$ cat config.mk
export PLATFORM = sky130hd
export DESIGN_NAME = sram_like_arbiter
export DESIGN_NICKNAME = d
export VERILOG_FILES = /design/src/rtl/sram_like_arbiter_pkg.sv /design/src/rtl/sram_like_req_mux.sv /design/src/rtl/sram_like_arbiter.sv
export SDC_FILE = /design/constraint.sdc
export NUM_CORES = 1
export LEC_CHECK = 0
export ABC_AREA = 1
export BUFFER_PORTS_ARGS = -buffer_cell sky130_fd_sc_hd__buf_2
export CORE_AREA = 2 2 120 122
export DETAILED_ROUTE_END_ITERATION = 8
export DIE_AREA = 0 0 122 124
export GPL_TIMING_DRIVEN = 0
export PLACE_DENSITY = 0.48
export SLEW_MARGIN = 0
export SYNTH_ARGS = -nofsm -noshare
export SYNTH_HDL_FRONTEND = slang
export SYNTH_SLANG_ARGS = --single-unit
$ cat constraint.sdc
create_clock -name clk -period 1.1 [get_ports clk]
set_input_delay 0.165 -clock clk [delete_from_list [all_inputs] [get_ports clk]]
set_output_delay 0.165 -clock clk [all_outputs]
set_load 0.005 [all_outputs]
$ cat src/rtl/sram_like_arbiter_pkg.sv
// Shared encodings for the sram-like arbiter: FSM states, owner select and transfer sizes.
package sram_like_arbiter_pkg;

  typedef enum logic [1:0] {
    ARB_IDLE = 2'd0,
    ARB_REQ  = 2'd1,
    ARB_RESP = 2'd2
  } arb_state_e;

  typedef enum logic {
    OWNER_INST = 1'b0,
    OWNER_DATA = 1'b1
  } owner_e;

  localparam logic [1:0] SIZE_BYTE = 2'd0;
  localparam logic [1:0] SIZE_HALF = 2'd1;
  localparam logic [1:0] SIZE_WORD = 2'd2;

  // Consecutive DATA grants tolerated while fetch waits (starve guard builds only).
  localparam logic [1:0] STARVE_LIMIT = 2'd3;

endpackage

$ cat src/rtl/sram_like_req_mux.sv
// Combinational owner-select of the request fields driven onto the shared memory port.
module sram_like_req_mux
  import sram_like_arbiter_pkg::*;
#(
  parameter int ADDR_W = 32,
  parameter int DATA_W = 32
) (
  input  owner_e            owner,
  input  logic              inst_wr,
  input  logic [1:0]        inst_size,
  input  logic [ADDR_W-1:0] inst_addr,
  input  logic [DATA_W-1:0] inst_wdata,
  input  logic              data_wr,
  input  logic [1:0]        data_size,
  input  logic [ADDR_W-1:0] data_addr,
  input  logic [DATA_W-1:0] data_wdata,
  output logic              mem_wr,
  output logic [1:0]        mem_size,
  output logic [ADDR_W-1:0] mem_addr,
  output logic [DATA_W-1:0] mem_wdata
);

  always_comb begin
    if (owner == OWNER_DATA) begin
      mem_wr    = data_wr;
      mem_size  = data_size;
      mem_addr  = data_addr;
      mem_wdata = data_wdata;
    end else begin
      mem_wr    = inst_wr;
      mem_size  = inst_size;
      mem_addr  = inst_addr;
      mem_wdata = inst_wdata;
    end
  end

endmodule

$ cat src/rtl/sram_like_arbiter.sv
// Shares one sram-like memory port between fetch and data requesters, one transaction in flight,
// data side prioritised. Optional fetch starvation guard: define INST_STARVE_GUARD_EN.
module sram_like_arbiter
  import sram_like_arbiter_pkg::*;
#(
  parameter int ADDR_W = 32,
  parameter int DATA_W = 32
) (
  input  logic              clk,
  input  logic              reset,
  input  logic              inst_req,
  input  logic              inst_wr,
  input  logic [1:0]        inst_size,
  input  logic [ADDR_W-1:0] inst_addr,
  input  logic [DATA_W-1:0] inst_wdata,
  output logic              inst_addr_ok,
  output logic              inst_data_ok,
  output logic [DATA_W-1:0] inst_rdata,
  input  logic              data_req,
  input  logic              data_wr,
  input  logic [1:0]        data_size,
  input  logic [ADDR_W-1:0] data_addr,
  input  logic [DATA_W-1:0] data_wdata,
  output logic              data_addr_ok,
  output logic              data_data_ok,
  output logic [DATA_W-1:0] data_rdata,
  output logic              mem_req,
  output logic              mem_wr,
  output logic [1:0]        mem_size,
  output logic [ADDR_W-1:0] mem_addr,
  output logic [DATA_W-1:0] mem_wdata,
  input  logic              mem_addr_ok,
  input  logic              mem_data_ok,
  input  logic [DATA_W-1:0] mem_rdata
);

  arb_state_e state_p0, state_nxt;
  owner_e     owner_p0, owner_nxt;
  logic       guard_hit;
  logic       pick_data;

  // Data wins unless the starve guard forces a waiting fetch through.
  assign pick_data = data_req && !guard_hit;

`ifdef INST_STARVE_GUARD_EN
  logic [1:0] starve_p0;
  logic       arb_cycle;

  assign arb_cycle = (state_p0 == ARB_IDLE);
  assign guard_hit = (starve_p0 == STARVE_LIMIT) && inst_req;

  always_ff @(posedge clk) begin
    if (reset) begin
      starve_p0 <= 2'd0;
    end else if (arb_cycle && !pick_data && inst_req) begin
      starve_p0 <= 2'd0;
    end else if (arb_cycle && pick_data && inst_req && (starve_p0 != STARVE_LIMIT)) begin
      starve_p0 <= starve_p0 + 2'd1;
    end
  end
`else
  assign guard_hit = 1'b0;
`endif

  // Stage p0: state and owner registers
  always_ff @(posedge clk) begin
    if (reset) begin
      state_p0 <= ARB_IDLE;
      owner_p0 <= OWNER_INST;
    end else begin
      state_p0 <= state_nxt;
      owner_p0 <= owner_nxt;
    end
  end

  always_comb begin
    state_nxt = state_p0;
    owner_nxt = owner_p0;
    unique case (state_p0)
      ARB_IDLE: begin
        if (pick_data) begin
          owner_nxt = OWNER_DATA;
          state_nxt = ARB_REQ;
        end else if (inst_req) begin
          owner_nxt = OWNER_INST;
          state_nxt = ARB_REQ;
        end
      end
      ARB_REQ:  if (mem_addr_ok) state_nxt = ARB_RESP;
      ARB_RESP: if (mem_data_ok) state_nxt = ARB_IDLE;
      default:  state_nxt = ARB_IDLE;
    endcase
  end

  logic in_req;
  logic in_resp;
  logic own_data;

  assign in_req   = (state_p0 == ARB_REQ);
  assign in_resp  = (state_p0 == ARB_RESP);
  assign own_data = (owner_p0 == OWNER_DATA);

  assign mem_req      = in_req;
  assign inst_addr_ok = in_req  && !own_data && mem_addr_ok;
  assign data_addr_ok = in_req  &&  own_data && mem_addr_ok;
  assign inst_data_ok = in_resp && !own_data && mem_data_ok;
  assign data_data_ok = in_resp &&  own_data && mem_data_ok;
  assign inst_rdata   = mem_rdata;
  assign data_rdata   = mem_rdata;

  sram_like_req_mux #(
    .ADDR_W(ADDR_W),
    .DATA_W(DATA_W)
  ) u_req_mux (
    .owner      (owner_p0),
    .inst_wr    (inst_wr),
    .inst_size  (inst_size),
    .inst_addr  (inst_addr),
    .inst_wdata (inst_wdata),
    .data_wr    (data_wr),
    .data_size  (data_size),
    .data_addr  (data_addr),
    .data_wdata (data_wdata),
    .mem_wr     (mem_wr),
    .mem_size   (mem_size),
    .mem_addr   (mem_addr),
    .mem_wdata  (mem_wdata)
  );

endmodule

==> results by group <==
Global routing
  • GR Util All Layers: roughly 9%
  • Grt met3 use: under 10%
  • Busiest grt layer: met2
  • Largest net degree at the start of global routing: 11
  • GR Layer Usage met1: about a tenth
  • Initial antenna violation count: 0
  • Congestion Overflow GR: 0
  • Number of global-route vias before repair: between 2000 and 2500
  • First-pass GRT wire length: 10800 microns
  • Met2 usage: 17.5%

Timing
  • Period utilization: 125%
  • Hold slack: ~0.13 ns
  • Relative slew margins: 87.4%
  • Slew at the pin with the worst max-slew slack: 0.188 ns
  • Final Skew: 0.00116 ns
  • Crit path time final: 1.37 ns
  • Final Worst Setup Slack: -0.274 ns
  • Achievable frequency: 0.728 GHz
  • Unrepaired setup endpoints after global routing: yes
  • Final setup vio count: a little over 70
  • Setup TNS: -16.56 ns
  • Final Hold Viols: 0
  • Max-slew violations: 0

Job
  • Maximum capacitance violations: 0

Power
  • Flop pwr share: 5.6%
  • Pwr/cell area: 660 nW/um^2
  • Clock power frac: roughly a quarter
  • Worst vdd ir: about 0.6 mV
  • Leak: 2.25 nW
  • Comb power frac: between 60% and 70%
  • Internal power: around 1.5 mW
  • Switching power total: approximately 0.8 mW
  • Switching part of the total: between 30% and 40%

Die
  • Die X: 122 microns
  • Row Count: 43
  • Die H: 124 microns
  • IO Count: between 300 and 400
  • Starting Density: 10.7%
  • Die footprint: about 15000 sq um
  • Core ar.: 13700 sq um

Routing
  • Post-route ant nets: 0
  • Via Count: around 2700
  • DRC violations left: 0
  • Final WL: 7880 microns
  • Pre-antenna DRT Iters: 4
  • Vias per inst: between 3 and 4
  • Starting DRT DRC Count: 65
  • WL per Instance: 10.2 microns

Synth
  • Register area share after synthesis: 4.08%
  • Syn Nets: roughly 480
  • Synth warnings: 0
  • Syn_area_per_cell: 4.86 sq um
  • Synth unique cells: 12
  • #FFs+latches synth: 3
  • Cell area after synthesis: roughly 1500 sq um
  • Synthesized instance count: slightly above 300

Finish
  • Share of layout cells above drive strength 1: 66.8%
  • Filler cell count: approximately 1600
  • P&R area growth vs syn: 133%
  • Antenna fix cells: 0
  • Commonest non-fill, non-tap cell in the layout: buf_2
  • Non-Filler Instances: slightly below 800
  • Commonest cells after routing, fill and taps aside: buf_2 (276), nand2_1 (182), buf_4 (68), nand2_2 (24), buf_6 (9)
  • Final net count: 763

Placement
  • Placer Congestion: 0.726
  • Port-buffer cells: 275
  • Post-DP HPWL: roughly 7000 microns
  • Placed insts: roughly 760

Clock tree
  • Clock tree sinks: 3
  • TritonCTS clock tree: built
  • Num CTS Buffers: 3
  • Clk buf depth: 2
  • Root Driver: clkbuf_16
  • CTS H-Tree Depth: 1
  • Cts hold-fix bufs: 0
  • Reg clk slew, reported paths: around 0.03 ns
  • Clk_lat worst skew: 0.22 ns

Setup path
  • Crit path DAT: 1.21 ns
  • CP max FO: 7
  • Setup CP Type: flip-flop to output port
  • CP required: approximately 0.94 ns
  • Critical Path Sink Type: output port
  • CP Launch Type: flip-flop

Min path
  • Worst min path class: input port to flip-flop

Status
  • Status: complete, but fails checks
  • Violated checks: setup timing
## layer usage
metal	up-vias	wire length, microns	part of all wire [%]
met2	144	4360	55
met1	1096	2750	35
met5	-	0	0
met4	0	11	0.14
li1	1410	-	-
met3	2	756	9.6
## final cells by class
type / instances / area [sq um] / area share (%)
timing repair buffer: 283 / 1490 / 43.4
multi-input combinational: 218 / 901 / 26.2
buffer: 79 / 658 / 19.2
tap: 180 / 225 / 6.55
clock buffer: 4 / 78.8 / 2.29
sequential: 3 / 61.3 / 1.78
inverter: 3 / 18.8 / 0.546
## synthesized netlist by cell type, drive strengths merged
master / instances / area (sq um)
a21oi: 3 / 15.0
buf: 79 / 571
dfxtp: 3 / 60.1
inv: 3 / 13.8
nand2: 206 / 773
nand3: 1 / 5.00
nand3b: 1 / 7.51
nor2: 6 / 22.5
o21ai: 1 / 5.00
## per-stage QoR
step                      utilization [%]  total power [mW]  cell area, sq um  setup slack (ns)
after floorplan                         -             0.774              1470             0.119
final                                25.0              2.27              3440            -0.274
after global placement               22.4              1.52              3070            -0.256
after detailed placement             22.4              1.52              3070            -0.261
after global routing                 25.0              2.49              3440            -0.349
after CTS                            24.7              2.28              3390            -0.299
## power by group through the flow
stage,Sequential [mW],Combinational (mW),Clock (mW)
after floorplan,0.124,0.650,0
after global placement,0.125,1.40,0
after detailed placement,0.125,1.39,0
after CTS,0.125,1.58,0.582
after global routing,0.127,1.77,0.593
final,0.126,1.57,0.571
## what timing repair did
item	in CTS	in global routing
cloned	2	0
pin swaps	5	0
endpoints found under the hold margin	0	0
gates resized for setup	51	13
setup endpoints to repair	72	72
buffers inserted	6	0
## sequential cells by signal, summed over array words and instances (netlist names)
register  cells
state_p0      2
own_data      1
## worst paths after layout
kind              cells after the start   startpoint      endpoint  slack (ns)
setup reg to reg                      4     own_data      own_data        0.18
hold / removal                        2        reset      own_data        0.13
hold reg to reg                       3  state_p0[0]      own_data        0.52
setup / recovery                      7     own_data  mem_wdata[4]       -0.27
## critical path: stages (launching register included)
cell and delay (ns):
dfxtp_2 0.31, buf_6 0.13, inv_8 0.05, buf_8 0.13
buf_8 0.12, nand2_1 0.05, nand2_1 0.06, buf_2 0.13
## cells by family after synthesis
kind of cell	after synthesis	share of synthesized area, %
AND/OR/NAND/NOR	214	54.9
buffers and inverters	82	39.7
AO/OA/AOI/OAI	4	1.36
flip-flops	3	4.08
(Power assumes the default switching activity.)
